### config.mk
export PLATFORM = sky130hd
export DESIGN_NAME = periph_apb_bridge
export DESIGN_NICKNAME = d
export VERILOG_FILES = /design/src/rtl/periph_apb_bridge.sv
export SDC_FILE = /design/constraint.sdc
export NUM_CORES = 1
export LEC_CHECK = 0
export CORE_AREA = 2 2 276 278
export CTS_BUF_LIST = sky130_fd_sc_hd__clkbuf_8 sky130_fd_sc_hd__clkbuf_16
export CTS_CLUSTER_SIZE = 24
export DETAILED_ROUTE_END_ITERATION = 10
export DIE_AREA = 0 0 278 280
export SLEW_MARGIN = 15
export SYNTH_ARGS = -nofsm -noshare
export SYNTH_HDL_FRONTEND = slang
export SYNTH_SLANG_ARGS = --single-unit
### constraint.sdc
create_clock -name clk_i -period 2.8 [get_ports clk_i]
set_input_delay 0.56 -clock clk_i [delete_from_list [all_inputs] [get_ports clk_i]]
set_output_delay 0.56 -clock clk_i [all_outputs]
set_load 0.02 [all_outputs]
### src/rtl/periph_apb_bridge.sv
// Purpose: uncached-port responder that decodes a 64KB peripheral window into 4KB APB slots.
// Latency: accept at T, SETUP T+1, first ACCESS T+2, response T+3 at zero wait; decode errors respond at T+1.
// Backpressure: one request in flight; req_ready_o only in IDLE, response held until resp_ready_i.
module periph_apb_bridge #(
  parameter int                      XLEN           = 32,
  parameter int                      NUM_SLOTS      = 16,
  parameter logic [XLEN-1:0]         BASE_ADDR      = 32'h2000_0000,
  parameter logic [NUM_SLOTS-1:0]    SLOT_EN        = 16'h23FF,
  parameter int                      TIMEOUT_CYCLES = 255
) (
  input  logic                      clk_i,
  input  logic                      rst_ni,
  // core-side request
  input  logic                      req_valid_i,
  output logic                      req_ready_o,
  input  logic [XLEN-1:0]           req_addr_i,
  input  logic                      req_we_i,
  input  logic [XLEN-1:0]           req_wdata_i,
  input  logic [XLEN/8-1:0]         req_wstrb_i,
  // core-side response
  output logic                      resp_valid_o,
  input  logic                      resp_ready_i,
  output logic [XLEN-1:0]           resp_rdata_o,
  output logic                      resp_err_o,
  // APB-style peripheral side
  output logic [NUM_SLOTS-1:0]      psel_o,
  output logic                      penable_o,
  output logic                      pwrite_o,
  output logic [11:0]               paddr_o,
  output logic [XLEN-1:0]           pwdata_o,
  output logic [XLEN/8-1:0]         pstrb_o,
  input  logic [NUM_SLOTS*XLEN-1:0] prdata_i,
  input  logic [NUM_SLOTS-1:0]      pready_i,
  input  logic [NUM_SLOTS-1:0]      pslverr_i
);

  localparam int              SLOT_W   = (NUM_SLOTS > 1) ? $clog2(NUM_SLOTS) : 1;
  localparam int              CNT_W    = $clog2(TIMEOUT_CYCLES + 1);
  localparam logic [XLEN-1:0] WIN_SIZE = XLEN'(NUM_SLOTS) << 12;
  localparam logic [XLEN-1:0] WIN_MASK = ~(WIN_SIZE - XLEN'(1));
  localparam logic [CNT_W-1:0] CNT_LAST = CNT_W'(TIMEOUT_CYCLES - 1);

  typedef enum logic [1:0] {
    IDLE   = 2'd0,
    SETUP  = 2'd1,
    ACCESS = 2'd2,
    RESP   = 2'd3
  } state_t;

  state_t state_q, state_d;

  // Latched request: only the offset and slot index of the address are needed
  // after decode, the window check is resolved at accept time.
  logic [11:0]        paddr_q;
  logic [SLOT_W-1:0]  slot_q;
  logic               we_q;
  logic [XLEN-1:0]    wdata_q;
  logic [XLEN/8-1:0]  wstrb_q;
  logic [CNT_W-1:0]   cnt_q;
  logic [XLEN-1:0]    rdata_q;
  logic               err_q;

  // Decode of the incoming address (valid only while IDLE).
  logic [SLOT_W-1:0]  req_slot;
  logic               req_in_window;
  logic               req_ok;
  logic               accept;

  assign req_slot      = req_addr_i[12 +: SLOT_W];
  assign req_in_window = (req_addr_i & WIN_MASK) == BASE_ADDR;
  assign req_ok        = req_in_window && SLOT_EN[req_slot];
  assign accept        = (state_q == IDLE) && req_valid_i;

  // Selected-slot view of the peripheral return signals; other slots are ignored.
  logic               sel_ready;
  logic               sel_err;
  logic [XLEN-1:0]    sel_rdata;
  logic               timeout_hit;

  assign sel_ready   = pready_i[slot_q];
  assign sel_err     = pslverr_i[slot_q];
  assign sel_rdata   = prdata_i[slot_q*XLEN +: XLEN];
  assign timeout_hit = (cnt_q == CNT_LAST);

  // State register; reset aborts any transfer without producing a response.
  always_ff @(posedge clk_i or negedge rst_ni) begin
    if (!rst_ni) begin
      state_q <= IDLE;
    end else begin
      state_q <= state_d;
    end
  end

  // Next-state and handshake/control outputs decoded from the current state.
  always_comb begin
    state_d      = state_q;
    req_ready_o  = 1'b0;
    resp_valid_o = 1'b0;
    penable_o    = 1'b0;
    psel_o       = '0;
    unique case (state_q)
      IDLE: begin
        req_ready_o = 1'b1;
        if (req_valid_i) begin
          state_d = req_ok ? SETUP : RESP;
        end
      end
      SETUP: begin
        psel_o  = NUM_SLOTS'(1) << slot_q;
        state_d = ACCESS;
      end
      ACCESS: begin
        psel_o    = NUM_SLOTS'(1) << slot_q;
        penable_o = 1'b1;
        if (sel_ready || timeout_hit) begin
          state_d = RESP;
        end
      end
      RESP: begin
        resp_valid_o = 1'b1;
        if (resp_ready_i) begin
          state_d = IDLE;
        end
      end
      default: state_d = IDLE;
    endcase
  end

  // Request capture, wait counter and response registers.
  always_ff @(posedge clk_i or negedge rst_ni) begin
    if (!rst_ni) begin
      paddr_q <= '0;
      slot_q  <= '0;
      we_q    <= 1'b0;
      wdata_q <= '0;
      wstrb_q <= '0;
      cnt_q   <= '0;
      rdata_q <= '0;
      err_q   <= 1'b0;
    end else begin
      unique case (state_q)
        IDLE: begin
          if (accept) begin
            paddr_q <= req_addr_i[11:0];
            slot_q  <= req_slot;
            we_q    <= req_we_i;
            wdata_q <= req_wdata_i;
            wstrb_q <= req_wstrb_i;
            // A decode failure goes straight to RESP with these values.
            err_q   <= !req_ok;
            rdata_q <= '0;
          end
        end
        SETUP: begin
          cnt_q <= '0;
        end
        ACCESS: begin
          if (sel_ready) begin
            err_q   <= sel_err;
            rdata_q <= (!we_q && !sel_err) ? sel_rdata : '0;
          end else if (timeout_hit) begin
            err_q   <= 1'b1;
            rdata_q <= '0;
          end else begin
            cnt_q <= cnt_q + CNT_W'(1);
          end
        end
        default: ;
      endcase
    end
  end

  // The data path is driven straight from the latched request, so it is
  // stable for the whole SETUP/ACCESS sequence.
  assign paddr_o      = paddr_q;
  assign pwrite_o     = we_q;
  assign pwdata_o     = wdata_q;
  assign pstrb_o      = wstrb_q;
  assign resp_rdata_o = rdata_q;
  assign resp_err_o   = err_q;

endmodule

After elaboration in Yosys (flattened, before gate mapping):

Memory sizes are Yosys's and may differ from the RTL's.
Index checks and enable logic that the tools add are counted.

* add/sub/neg operators: 1
* multipliers: 0
* div/mod/pow operators: 0
* order comparisons: 2
* equality and inequality tests: 12
* shift-type cells: 2
* multiplexer cells: 26
* bitwise logic cells: 0
* reduce and logical (&&, ||, !) cells: 15

Operator list (number)
* $shiftx 512x10->32: 1
* $mux 32: 4
* $pmux 32 s2: 1
* $eq 16x14->1 const B: 1
* $mux 16: 1
* $mux 8: 2
* $pmux 8 s2: 1
* $shl 1x4->16 const A: 1
* $ne 2x2->1 const B: 6
* $lt 4x5->1 const B: 2
* $mux 1: 9
* $reduce_and 3->1: 3
* $add 8x1->8 const B: 1
* $bmux 1 s4: 2
* $eq 8x8->1 const B: 1
* $mux 2: 4
* $pmux 2 s4: 1
* $eq 2x2->1 const B: 2
* $reduce_bool 2->1: 2
* $logic_and 1x1->1: 3
* $logic_not 1->1: 3
* $ne 3x3->1 const B: 1
* $eq 2x1->1 const B: 1
* $logic_not 2->1: 1
* other kinds (4): 4

* register bits: 96
* latch bits: 0
* memory bits (writable): 0
* bits in read-only memories: 16
* bits of input ports: 617
* output and inout port bits: 101
* logic and storage cells: 68
* memories: 1

Memories
* (name not given): depth 16, width 1, read ports 1, clocked after Yosys merged registers in 0, wr ports 0, line 71 `assign req_ok = req_in_window && SLOT_EN[req_slot];`

Logic depth before layout (Yosys ltp):

* depth after elaboration: 7
* mapped depth: 10
* gate-level depth less buffers: 7

Worst setup path after synthesis:

Ideal clock, no wire load.

* path kind: register to output
* start point: reg slot_q[0]
* end point: out psel_o[0]
* arrival time: 2.080 ns
* data required time: 2.240 ns
* setup slack: 0.160 ns
* cell stages (with the launch flop): 8
* buffers on the path: 5
* cells stage by stage: dfrtp_1 -> buf_6 -> buf_6 -> buf_4 -> buf_6 -> buf_2 -> or3_1 -> nor3_1

* cells in the longest elaborated chain, start to end: 2

RTL lines
* start, declared: line 55 `logic [SLOT_W-1:0] slot_q;`
* start signal, assigned: line 145 `slot_q <= req_slot;`
* $shl 1x4->16: line 109, 113
* $mux 16
* end, declared: line 26 `output logic [NUM_SLOTS-1:0] psel_o,`

No other way between the ends.

Worst setup path in the final report:

* start point: reg slot_q[1]
* end point: reg rdata_q[8] (netlist: resp_rdata_o[8])

* cells in the longest elaborated chain, start to end: 7

RTL lines
* parallel branches: the longest is 7 deep, another holds $shiftx 512x10->32
* end signal, assigned: line 160 `rdata_q <= (!we_q && !sel_err) ? sel_rdata : '0;`
* end, declared: line 60 `logic [XLEN-1:0] rdata_q;`

Several ways; the timed one is not identified. The select of a mux whose other input is x is not followed.
A chain may end at the register's enable or synchronous reset.

==> qor.csv <==
stage,metric,value,unit
run_status,result of the run,finished clean,
drt,drt pass-1 iters,5,
sta,relative slew slack,53.37,%
grt,antenna violations before repair,33,
critical_path,sum of buffers and inverters on the critical path,2,
grt,maximum number of pins on one net before global-route repair,55,
critical_path,highest cell delay on the worst timing path,610,ps
logic_synthesis,synthesized net count,1371,
sta,shortest period the worst path allows,2705,ps
clock_network,CTS H-Tree Depth,3,
pwr,total power,0.01619,W
sta,final clock period utilization by the worst path,96.60,%
logic_synthesis,fraction of synthesized cell area taken by the top area cell type,27.66,%
grt,grt total ovfl,0,
critical_path,CP Capture Point,resp_rdata_o[8]$_DFFE_PN0P_,
cells_and_area,P&R area growth vs syn,105.8,%
critical_path,launch point of the critical path,slot_q[1]$_DFFE_PN0P_,
sta,pin slew with the least headroom to its limit,696.9,ps
clock_network,# clock sinks,96,
clock_network,number of buffers created by CTS,9,
critical_path,critical path class,reg -> reg,
critical_path,largest fanout on the critical path,17,
floorplanning,number of cell rows,101,
placed_design,Port Buffer Count,717,
grt,global-route wire length before repair,83.85,mm
logic_synthesis,number of enable-type register cells in the synthesized netlist,0,
pwr,Leakage,6.734,nW
sta,Max Transition Viols Final,0,
sta,final hold violations,0,
critical_path,"Cell Chain, Critical Path","buf_4, mux2_2, o221ai_1, a31oi_1, o21ai_4, buf_12, o31ai_1",
sta,Peak Freq,0.3697,GHz
logic_synthesis,count of state elements after synthesis,96,
clock_network,clock-pin slew of the registers on the worst-case setup and hold paths,70,ps
logic_synthesis,Post-Synthesis Mean Instance Area,11.61,um2
critical_path,FF-to-FF Start,slot_q[1]$_DFFE_PN0P_,
logic_synthesis,Synth cell types,54,
critical_path,startpoint kind of the worst setup timing path,flop,
floorplanning,vertical die dimension,280,um
logic_synthesis,sequential area share after synthesis,27.66,%
critical_path,critical path required time,3060,ps
drt,post-detailed-route DRC marker count,0,
clock_network,latest clock arrival within the worst-skew pair,380,ps
drt,via count,10134,
sta,RSZ-0062 raised after global routing,false,
critical_path,Critical Path Stages,7,
critical_path,slowest CP cell,sky130_fd_sc_hd__o21ai_4,
floorplanning,Initial Util,11.55,%
logic_synthesis,"Top FF cell, synth",sky130_fd_sc_hd__dfrtp_1,
grt,Global Route Usage Sum,15.61,%
drt,DRT Wirelength,63.00,mm
floorplanning,die width,278,um
worst_hold_path,Worst Hold Class,in -> async,
sta,number of endpoints failing setup at the final stage,0,
logic_synthesis,Synthesis Warnings,0,
critical_path,Worst R2R End,resp_rdata_o[8]$_DFFE_PN0P_,
floorplanning,Die Outline Area,0.07784,mm2
cells_and_area,fill cell instance count of the final layout,7974,
placed_design,RePlAce Congestion,0.8695,
placed_design,HPWL reported at the end of detailed placement,54.76,mm
cells_and_area,footprint of the multi-input gates,0.005823,mm2
logic_synthesis,cell type with the largest total area after synthesis,sky130_fd_sc_hd__dfrtp_1,
logic_synthesis,top area cells in the synthesized netlist,"sky130_fd_sc_hd__dfrtp_1, sky130_fd_sc_hd__mux4_2, sky130_fd_sc_hd__mux2_2, sky130_fd_sc_hd__mux2i_1, sky130_fd_sc_hd__nand3_1",
pwr,total power divided by cell area,905.6,mW/mm2
logic_synthesis,fraction of registers with async set/reset,100.0,%
sta,clk_skew,8.013,ps
drt,number of nets with antenna violations after detailed routing,0,
logic_synthesis,netlist area before placement,0.008685,mm2
clock_network,hold bufs inserted after CTS,0,
pwr,peak supply drop,0.4688,mV
cells_and_area,fraction of final layout cells sized beyond drive strength 1,20.23,%
logic_synthesis,Commonest cells post-synth,"sky130_fd_sc_hd__mux4_2, sky130_fd_sc_hd__dfrtp_1, sky130_fd_sc_hd__mux2_2",
cells_and_area,number of nets at the end of the flow,2106,
floorplanning,core footprint,0.07519,mm2
job,# Max-Cap Violations,0,
clock_network,TritonCTS clock tree,built,
critical_path,worst path arrival time,2960,ps
clock_network,maximum count of clock buffers along a single path,2,
logic_synthesis,most frequently used cell type in the post-synthesis netlist,sky130_fd_sc_hd__mux4_2,
drt,post-detailed-route via-to-cell ratio,4.091,
logic_synthesis,number of standard cells after synthesis,748,
critical_path,CP endpoint kind,flop,
cells_and_area,Storage cell area,0.002417,mm2
clock_network,cell at the root of the clock tree,sky130_fd_sc_hd__clkbuf_16,
drt,Wirelength per Cell,25.43,um
critical_path,cell family with most CP delay,compound AO/OA/AOI/OAI gates,
drt,number of violations reported at the end of detailed-routing iteration 0,446,
floorplanning,I/O pin total,718,
sta,Final TNS setup,0,ps
critical_path,number of cells traversed by the worst register-to-register path,7,
critical_path,flop-to-flop setup slack,100,ps
grt,vias in the first global route,10724,
==> worst reg2reg max path: stages, from the launching register on <==
cell	delay, ps
sky130_fd_sc_hd__dfrtp_4	470
sky130_fd_sc_hd__buf_4	200
sky130_fd_sc_hd__mux2_2	370
sky130_fd_sc_hd__o221ai_1	420
sky130_fd_sc_hd__a31oi_1	160
sky130_fd_sc_hd__o21ai_4	610
sky130_fd_sc_hd__buf_12	250
sky130_fd_sc_hd__o31ai_1	120
==> layout by cell type (no fill, tap or decap), drive strengths merged, types with 6 or more instances in the layout <==
| cell type | n |
|---|---|
| a21oi | 27 |
| diode | 11 |
| mux4 | 99 |
| clkdlybuf4s50 | 700 |
| o2bb2ai | 18 |
| nand2 | 45 |
| o21ai | 16 |
| o41ai | 7 |
| ha | 6 |
| a32o | 13 |
| a211oi | 14 |
| mux2 | 76 |
| nor2b | 7 |
| mux2i | 64 |
| o31ai | 27 |
| a2bb2oi | 7 |
| nand3 | 49 |
| clkbuf | 10 |
| dfrtp | 96 |
| inv | 17 |
| buf | 88 |
| a22oi | 11 |
| nor2 | 28 |
| dlygate4sd2 | 7 |
==> worst min path at each step <==
stage                                     from               endpoint  slack [ps]  cells after the start
final                                   rst_ni  slot_q[1]$_DFFE_PN0P_         200                      1
after detailed placement  cnt_q[5]$_DFFE_PN0P_   cnt_q[5]$_DFFE_PN0P_         480                      1
after global routing                    rst_ni  slot_q[1]$_DFFE_PN0P_         230                      1
after global placement    cnt_q[5]$_DFFE_PN0P_   cnt_q[5]$_DFFE_PN0P_         470                      1
after CTS                               rst_ni  slot_q[1]$_DFFE_PN0P_         210                      1
after floorplan                         rst_ni   cnt_q[0]$_DFFE_PN0P_         260                      0
==> layer usage <==
metal  vias up  wire length [um]  track usage (%)
met4        28              1429            5.447
met3        79              5205            5.146
met1      4949             25280            18.28
met2       585             30910            26.63
met5         -               173                0
li1       4493                 -                -
==> final cells by class <==
class,instances,area share [%]
Inverter,15,0.3500
Multi-Input combinational cell,562,32.58
Clock buffer,10,1.337
Antenna cell,11,0.1540
Clock inverter,6,0.4970
Sequential cell,96,13.52
Tap cell,978,6.845
Timing Repair Buffer,799,44.72
==> registers in the layout, summed over array words and instances, names as in the netlist <==
register      count
pstrb_o           4
pwrite_o          1
pwdata_o         32
state_q           2
slot_q            4
paddr_o          12
resp_rdata_o     32
resp_err_o        1
cnt_q             8
==> cell families after synthesis <==
group | Yosys count | synth area share (%)
flip-flops | 96 | 27.66
multiplexers | 239 | 42.95
AO/OA/AOI/OAI | 160 | 14.34
adder cells (fa/ha/maj) | 6 | 0.8644
buffers and inverters | 90 | 5.619
AND/OR/NAND/NOR | 157 | 8.572
==> what timing repair did <==
item,4_1_cts,5_1_grt
pin swaps,0,0
setup endpoints to repair,12,5
endpoints found under the hold margin,0,0
setup buffers,4,0
gates resized for setup,12,5
==> where the power goes <==
group	switching [W]	internal [W]	leakage, nW
registers	0.000435	0.00199	1.21
clock network	0.000625	0.000811	0.161
logic	0.00638	0.00595	5.36
total	0.00744	0.00875	6.73
==> through the flow <==
step,util (%),area (um2),hold WS [ps],cells,worst slack [ps]
6_report,23.77,17880,199.4,2477,95.33
5_1_grt,23.76,17870,229.2,2474,6.531
4_1_cts,23.72,17830,208.4,2466,26.70
3_5_place_dp,23.24,17480,483.2,2446,-253.2
3_3_place_gp,23.24,17480,465.3,2446,-203.8
2_1_floorplan,-,8685,264.4,748,159.8
No activity file was read; power rests on OpenSTA's default activity.
